--- src/rtl/dec4_rr_grant_ctrl.sv ---
// Round-robin owner sequencer for a shared 2x4 active-low decoder channel.
// It bounds the hold time per owner and inserts a dead-time gap between owners.
module dec4_rr_grant_ctrl #(
    parameter int MAX_HOLD   = 16,
    parameter int GAP_CYCLES = 1
) (
    input  logic       i_clk,
    input  logic       i_rst,
    input  logic [3:0] i_req,
    output logic       o_dec_a,
    output logic       o_dec_b,
    output logic       o_dec_e,
    output logic [3:0] o_grant_n,
    output logic [1:0] o_owner,
    output logic       o_busy,
    output logic       o_timeout
);

    localparam int HW = $clog2(MAX_HOLD + 1);

    typedef enum logic [1:0] {
        ST_IDLE  = 2'd0,
        ST_GRANT = 2'd1,
        ST_GAP   = 2'd2
    } state_t;

    state_t          r_state,   w_state;
    logic [1:0]      r_ptr,     w_ptr;
    logic [HW-1:0]   r_hold,    w_hold;
    logic [3:0]      r_gap,     w_gap;
    logic [1:0]      r_owner,   w_owner;
    logic [3:0]      r_grant_n, w_grant_n;
    logic            r_dec_a,   w_dec_a;
    logic            r_dec_b,   w_dec_b;
    logic            r_dec_e,   w_dec_e;
    logic            r_busy,    w_busy;
    logic            r_timeout, w_timeout;
    logic [1:0]      w_win;
    logic            w_owner_req;

    // First requester at or after ptr, wrapping modulo 4; the lowest offset wins.
    function automatic logic [1:0] rr_pick(input logic [3:0] req, input logic [1:0] ptr);
        logic [1:0] idx;
        logic [1:0] win;
        win = ptr;
        for (int i = 3; i >= 0; i--) begin
            idx = ptr + 2'(i);
            if (req[idx]) begin
                win = idx;
            end else begin
                win = win;
            end
        end
        return win;
    endfunction

    assign w_win       = rr_pick(i_req, r_ptr);
    assign w_owner_req = i_req[r_owner];

    // Next-state and next-output logic.
    always_comb begin
        w_state   = r_state;
        w_ptr     = r_ptr;
        w_hold    = r_hold;
        w_gap     = r_gap;
        w_owner   = r_owner;
        w_grant_n = r_grant_n;
        w_dec_a   = r_dec_a;
        w_dec_b   = r_dec_b;
        w_dec_e   = r_dec_e;
        w_busy    = r_busy;
        w_timeout = 1'b0;
        case (r_state)
            ST_IDLE: begin
                if (|i_req) begin
                    w_state   = ST_GRANT;
                    w_owner   = w_win;
                    w_grant_n = ~(4'b0001 << w_win);
                    // Decoder maps {b,a}: 11->0, 01->1, 10->2, 00->3.
                    w_dec_a   = ~w_win[1];
                    w_dec_b   = ~w_win[0];
                    w_dec_e   = 1'b0;
                    w_busy    = 1'b1;
                    w_hold    = HW'(1);
                end else begin
                    w_state = ST_IDLE;
                end
            end
            ST_GRANT: begin
                if (!w_owner_req || (r_hold == HW'(MAX_HOLD))) begin
                    w_state   = ST_GAP;
                    w_ptr     = r_owner + 2'd1;
                    w_grant_n = 4'b1111;
                    w_dec_e   = 1'b1;
                    w_busy    = 1'b0;
                    w_hold    = HW'(0);
                    w_gap     = 4'd1;
                    w_timeout = w_owner_req;
                end else begin
                    w_hold = r_hold + HW'(1);
                end
            end
            ST_GAP: begin
                if (r_gap >= 4'(GAP_CYCLES)) begin
                    w_state = ST_IDLE;
                    w_gap   = 4'd0;
                end else begin
                    w_gap = r_gap + 4'd1;
                end
            end
            default: begin
                w_state   = ST_IDLE;
                w_grant_n = 4'b1111;
                w_dec_e   = 1'b1;
                w_busy    = 1'b0;
                w_hold    = HW'(0);
                w_gap     = 4'd0;
            end
        endcase
    end

    // State and output registers with synchronous reset.
    always_ff @(posedge i_clk) begin
        if (i_rst) begin
            r_state   <= ST_IDLE;
            r_ptr     <= 2'd0;
            r_hold    <= HW'(0);
            r_gap     <= 4'd0;
            r_owner   <= 2'd0;
            r_grant_n <= 4'b1111;
            r_dec_a   <= 1'b0;
            r_dec_b   <= 1'b0;
            r_dec_e   <= 1'b1;
            r_busy    <= 1'b0;
            r_timeout <= 1'b0;
        end else begin
            r_state   <= w_state;
            r_ptr     <= w_ptr;
            r_hold    <= w_hold;
            r_gap     <= w_gap;
            r_owner   <= w_owner;
            r_grant_n <= w_grant_n;
            r_dec_a   <= w_dec_a;
            r_dec_b   <= w_dec_b;
            r_dec_e   <= w_dec_e;
            r_busy    <= w_busy;
            r_timeout <= w_timeout;
        end
    end

    assign o_dec_a   = r_dec_a;
    assign o_dec_b   = r_dec_b;
    assign o_dec_e   = r_dec_e;
    assign o_grant_n = r_grant_n;
    assign o_owner   = r_owner;
    assign o_busy    = r_busy;
    assign o_timeout = r_timeout;

endmodule

--- config.mk ---
export PLATFORM = sky130hd
export DESIGN_NAME = dec4_rr_grant_ctrl
export DESIGN_NICKNAME = d
export VERILOG_FILES = /design/src/rtl/dec4_rr_grant_ctrl.sv
export SDC_FILE = /design/constraint.sdc
export NUM_CORES = 1
export LEC_CHECK = 0
export BUFFER_PORTS_ARGS = -buffer_cell sky130_fd_sc_hd__buf_2
export CAP_MARGIN = 20
export CORE_MARGIN = 3
export CORE_UTILIZATION = 60
export DETAILED_ROUTE_END_ITERATION = 16
export PLACE_DENSITY = 0.93
export SLEW_MARGIN = 20
export SYNTH_ARGS = -nofsm -noshare
export SYNTH_HDL_FRONTEND = slang
export SYNTH_SLANG_ARGS = --single-unit
--- constraint.sdc ---
create_clock -name i_clk -period 2.6 [get_ports i_clk]
set_input_delay 0 -clock i_clk [delete_from_list [all_inputs] [get_ports i_clk]]
set_output_delay 0 -clock i_clk [all_outputs]
set_load 0.02 [all_outputs]
==> run summary, run 1 <==
Post_cts resized - 0
Design Area, Final - 1405 µm²
Outcome - complete, no violations
Synth top area share - 37.10%
Drt via density - 6.208
Slowest-stage cell, CP - or4bb_4
Worst path max stage delay - 0.55 ns
Endpoints failing setup - 0
EDFF count, synth - 0
Fill cells - 161
Hold Path Stages - 3
RSZ-0062 raised after global routing - false
Vias in the first global route - 1063
Yosys reg bits - 24
Diodes inserted - 0
Std cell rows - 16
Most frequent cell after synthesis - dfxtp_1
Initial core utilization - 64.69%
FF+latch area - 480.5 µm²
Crit path DAT - 2.13 ns
Hold Crit Start - i_req[1]
Worst Setup End Kind - flip-flop
Avg Inst Size Synth - 9.452 µm²
IR drop worst, VDD - 0.6053 mV
WHS Endpoint - o_owner[1]
Setup slack after layout - 0.6417 ns
PnR Total Power - 1.402 mW
Post-Syn Instances - 137
I/O pin cnt - 17
Total gr overflow - 0
Initial antenna violation count - 0
Pleak - 0.5432 nW
Max_cap viols - 0
FF-to-FF Start - r_hold[0]
Dpl ws - 0.6771 ns
Synth Flop Type - dfxtp_1
Die Y-Extent - 52.46 µm
Leading area contributor after synthesis - dfxtp_1
DR iter-0 viols - 35
Post-Layout Cell Count - 178
Syn. warnings - 0
Register area share after synthesis - 37.10%
Synthesized area - 1295 µm²
Post-CTS Setup Repair Bufs - 0
Layout Nets - 168
Antenna Nets Post-Route - 0
Worst R2R Path Depth - 6
Worst skew pair latency - 0.31 ns
CP required - 2.77 ns
Layout Skew - 0.004000 ns
Worst-path clk slew - 0.12 ns
DRT Wirelength - 2803 µm
Hold Buf Count CTS - 0
P per Cell Area - 997.7 nW/µm²
Final hold violations - 0
Total number of vias - 1105
H-tree depth - 1
Critical path type - flip-flop to flip-flop
Worst hold path type - primary input to flip-flop
Fin util - 70.19%
Layout cells sized above 1 - 21.19%
Placer Congestion - 0.7735
Rel. slew slack - 56.23%
DP HPWL - 2097 µm
Largest net degree at the start of global routing - 24
Fin crit share - 75.32%
Final Max Slew Viols - 0
Top delay family on crit path - simple AND/OR/NAND/NOR gates
Worst Path Max Fanout - 8
Residual DRC count - 0
Core area - 2002 µm²
I/O Buffers - 16
Syn nets - 152
Top cells by instance count after synthesis - 24 x dfxtp_1, 9 x a21oi_1, 9 x ha_1, 9 x o21ai_0
First-pass GRT wire length - 4629 µm
Longest Clk Path Bufs - 2
Area Overhead vs Synth - 8.503%
Post-route setup TNS - 0 ns
Area of the multi-input gates - 758.2 µm²
R2R Path End - o_grant_n[3]
Placed cell count - 175
Wire per inst - 15.75 µm
Ranking of synthesized cells by area - dfxtp_1 37%, ha_1 8.7%, a211oi_1 4.6%
Fin crit period - 1.958 ns
Bufs and invs on worst path - 1
TritonCTS Buffers - 3
Placed Area - 1383 µm²
Worst-margin pin slew - 0.6565 ns
Die ar. - 2752 µm²
Worst hold slack - 0.1006 ns
Total GRT Usage - 22.57%
Cell variety after synth - 44
CTS tree - yes
Achievable Freq - 0.5106 GHz
CTS Root Cell - clkbuf_4
CTS Sinks - 24
DIE WIDTH - 52.46 µm
Pre-antenna DRT Iters - 4
Worst reg-to-reg setup slack - 0.64 ns
Share of synthesized registers carrying an async set or reset - 0%
Worst path cell trace - inv_1, ha_1, or4bb_4, and3_1, nor2_8, a41oi_1
Worst setup SP type - flip-flop
how the worst max path moves through the flow:
| stage | start | slack, ns | endpoint | depth (start not counted) |
|---|---|---|---|---|
| 6_report | r_hold[0] | 0.64 | o_grant_n[3] | 6 |
| 5_1_grt | r_state[0] | 0.54 | o_dec_e | 5 |
| 4_1_cts | r_hold[0] | 0.65 | o_grant_n[3] | 6 |
| 3_5_place_dp | r_hold[0] | 0.68 | o_grant_n[3] | 6 |
| 2_1_floorplan | o_owner[0] | 0.79 | o_grant_n[2] | 5 |
| 3_3_place_gp | r_hold[0] | 0.75 | o_grant_n[3] | 6 |
per-layer routing:
metal	vias to the layer above	track usage, %	share of wire (%)
met2	28	40.29	52
met4	0	8.085	0.89
met5	-	0	0
li1	541	-	-
met1	532	27.34	43
met3	4	2.849	3.9
cell usage in the layout (no fill, tap or decap), types with 5 or more instances in the layout:
cell / n
dfxtp_1: 24
nor2_1: 6
a211oi_1: 8
nand3_1: 5
a21oi_1: 9
ha_1: 9
inv_1: 8
buf_2: 16
nor3_1: 6
o21ai_0: 9
sequential cells by signal, indices dropped and copies added, names as in the netlist:
signal     count
o_busy         1
o_dec_a        1
o_dec_b        1
o_dec_e        1
o_grant_n      4
o_owner        2
o_timeout      1
r_gap          4
r_hold         5
r_ptr          2
r_state        2
logic make-up after synthesis:
| family | synth area share [%] |
|---|---|
| adder cells (fa/ha/maj) | 8.696 |
| AO/OA/AOI/OAI | 22.80 |
| multiplexers | 2.512 |
| flip-flops | 37.10 |
| buffers and inverters | 4.348 |
| XOR/XNOR | 2.705 |
| AND/OR/NAND/NOR | 21.84 |
power by group:
group | internal, mW | switching [mW] | total [mW] | leakage (nW)
clock network | 0.0542 | 0.106 | 0.160 | 0.0138
registers | 0.463 | 0.0778 | 0.541 | 0.197
logic | 0.260 | 0.442 | 0.701 | 0.333
total | 0.777 | 0.625 | 1.40 | 0.543
area by class of cell:
class / count / area share [%]
inverters: 8 / 2.137
repair buffers: 16 / 5.699
flip-flops and latches: 24 / 34.19
well taps: 27 / 2.404
multi-input cells: 100 / 53.96
clock buffers: 3 / 1.603
worst reg2reg max path: cells and delay by family (launching register included):
kind | cells | cell delay [ns]
and+or+nand+nor | 3 | 1.09
DFF | 1 | 0.35
adders and majority gates | 1 | 0.14
AOI/OAI and AO/OA | 1 | 0.13
buffers and inverters | 1 | 0.10
Power figures use the tool's default switching activity.
==> inputs of run 2 (changes only) <==
Settings changed: CORE_UTILIZATION 60 to 50, PLACE_DENSITY 0.93 to 0.84.
Clock period 2.6 ns to 1.62 ns, I/O delays scaled along.
==> run 2 against run 1 <==
The run now ends with setup timing left. Design area is 13% higher. Power is 90% higher. Non-clock buffer count is 13 higher. Cell count is 8.4% higher. Critical path type unchanged.
==> run summary, run 2 (synthesized netlist as in run 1, its figures left out) <==
Outcome - complete, but fails checks (was complete, no violations)
Failing checks - setup timing
Largest register FFs - 5 (unchanged)
GR Util met2 - 35.40% (was 40.29%)
Met1 Usage GRT - 25.25% (was 27.34%)
Diodes inserted - 0 (unchanged)
Design Area, Final - 1592 µm² (was 1405 µm²)
I/O Buffers - 16 (unchanged)
Vias in the first global route - 1199 (was 1063)
Crit path DAT - 1.90 ns (was 2.13 ns)
R2R Path End - o_grant_n[2] (was o_grant_n[3])
TritonCTS Buffers - 3 (unchanged)
Initial antenna violation count - 0 (unchanged)
Longest Clk Path Bufs - 2 (unchanged)
Max_cap viols - 0 (unchanged)
Worst setup SP type - flip-flop (unchanged)
Post-Layout Cell Count - 193 (was 178)
Worst-path clk slew - 0.13 ns (was 0.12 ns)
Final hold violations - 0 (unchanged)
Std cell rows - 17 (was 16)
DP HPWL - 2194 µm (was 2097 µm)
CTS Root Cell - clkbuf_4 (unchanged)
Placer Congestion - 0.8042 (was 0.7735)
Antenna Nets Post-Route - 0 (unchanged)
Dpl ws - -0.07498 ns (was 0.6771 ns)
Met3 GRT Util - 4.368% (was 2.849%)
Crit. Startpoint - r_hold[0] (unchanged)
Layout cells sized above 1 - 36.97% (was 21.19%)
Core area - 2340 µm² (was 2002 µm²)
Total gr overflow - 0 (unchanged)
RSZ-0062 raised after global routing - true (was false)
P per Cell Area - 1675 nW/µm² (was 997.7 nW/µm²)
Worst hold path type - primary input to flip-flop (unchanged)
Layout Skew - 0.003241 ns (was 0.004000 ns)
Area Overhead vs Synth - 22.90% (was 8.503%)
Endpoints failing setup - 14 (was 0)
PnR Total Power - 2.665 mW (was 1.402 mW)
Final Max Slew Viols - 0 (unchanged)
Top reg by flops - r_hold (unchanged)
Rel. slew slack - 70.82% (was 56.23%)
Worst R2R Path Depth - 6 (unchanged)
DIE WIDTH - 56.89 µm (was 52.46 µm)
Worst setup path endpoint - o_grant_n[2] (was o_grant_n[3])
Worst Path Max Fanout - 8 (unchanged)
First-pass GRT wire length - 5409 µm (was 4629 µm)
I/O pin cnt - 17 (unchanged)
Post-route setup TNS - -0.4269 ns (was 0 ns)
Pre-antenna DRT Iters - 4 (unchanged)
Worst skew pair latency - 0.32 ns (was 0.31 ns)
Fin crit share - 104.6% (was 75.32%)
Die Y-Extent - 56.89 µm (was 52.46 µm)
Largest net degree at the start of global routing - 24 (unchanged)
Worst hold slack - 0.1060 ns (was 0.1006 ns)
Hold Path Stages - 2 (was 3)
Fill cells - 184 (was 161)
H-tree depth - 1 (unchanged)
Total number of vias - 1161 (was 1105)
Achievable Freq - 0.5902 GHz (was 0.5106 GHz)
CP required - 1.83 ns (was 2.77 ns)
Busiest layer in global routing - met2 (unchanged)
Most frequent cells in the layout - 21 x dfxtp_1, 16 x buf_2, 13 x buf_4 (was 24 x dfxtp_1, 16 x buf_2, 9 x o21ai_0, 9 x a21oi_1, 9 x ha_1)
Hold Buf Count CTS - 0 (unchanged)
Worst reg-to-reg setup slack - -0.07 ns (was 0.64 ns)
Setup slack after layout - -0.07431 ns (was 0.6417 ns)
Pleak - 0.6174 nW (was 0.5432 nW)
Area of the multi-input gates - 825.8 µm² (was 758.2 µm²)
Critical path type - flip-flop to flip-flop (unchanged)
Most common cell after layout, fill and taps aside - dfxtp_1 (unchanged)
Worst Setup End Kind - flip-flop (unchanged)
Fin crit period - 1.694 ns (was 1.958 ns)
FF+latch area - 486.7 µm² (was 480.5 µm²)
DRT Wirelength - 3094 µm (was 2803 µm)
Residual DRC count - 0 (unchanged)
CTS tree - yes (unchanged)
Placed Area - 1475 µm² (was 1383 µm²)
Worst-margin pin slew - 0.4345 ns (was 0.6565 ns)
Placed cell count - 187 (was 175)
Total GRT Usage - 21.71% (was 22.57%)
Initial core utilization - 55.35% (was 64.69%)
Drt via density - 6.016 (was 6.208)
Fin util - 68.02% (was 70.19%)
CTS Sinks - 24 (unchanged)
Die ar. - 3236 µm² (was 2752 µm²)
DR iter-0 viols - 29 (was 35)
Layout Nets - 181 (was 168)
Wire per inst - 16.03 µm (was 15.75 µm)
FF-to-FF Start - r_hold[0] (unchanged)
IR drop worst, VDD - 1.263 mV (was 0.6053 mV)
==> run 2: changes by cell type in the layout (fill, tap and decap cells not counted), moves of 2 or more <==
cell,before,now
dfxtp_1,24,21
o21ai_0,9,5
o21ai_1,0,4
a211oi_2,0,2
a41oi_2,0,2
dfxtp_2,0,2
buf_4,0,13
a41oi_1,2,0
ha_1,9,7
ha_2,0,2
a211oi_1,8,6
==> run 2: repair_timing <==
| item | CTS | global route |
|---|---|---|
| gates resized for setup | 7 | 12 |
| setup endpoints to repair | 14 | 22 |
| setup buffers | 1 | 1 |
| hold endpoints to repair | 0 | 0 |
| pin swaps | 1 | 4 |
==> run 2: layout make-up <==
class                   count  share of cell area (%)
well taps                  28                   2.201
multi-input cells         100                   51.89
flip-flops and latches     24                   30.58
clock buffers               4                   2.280
repair buffers             29                   11.16
inverters                   8                   1.887
==> run 2: routing by layer <==
metal,vias up,wire [µm]
met5,-,0
li1,562,-
met2,34,1582
met4,0,78
met1,558,1314
met3,7,118
==> run 2: how the worst min path moves through the flow <==
| stage | from | to | slack, ns |
|---|---|---|---|
| floorplan | i_rst | o_dec_b | 0.18 |
| global placement | i_rst | r_state[1] | 0.41 |
| detailed placement | o_timeout | o_timeout | 0.42 |
| CTS | i_rst | r_gap[1] | 0.07 |
| global route | i_req[1] | o_owner[1] | 0.10 |
| finish | i_rst | r_gap[2] | 0.11 |
==> run 2: power breakdown <==
group	switching (mW)	internal [mW]	total [mW]
combinational	0.844	0.640	1.48
clock	0.184	0.138	0.322
sequential	0.109	0.750	0.859
==> run 2: worst max-delay path, stage by stage, from the launching register on <==
cell and delay, ns:
dfxtp_2 0.35, inv_2 0.06, ha_1 0.13, or4bb_4 0.51, and3_4 0.25, nor2_8 0.15, a41oi_2 0.12
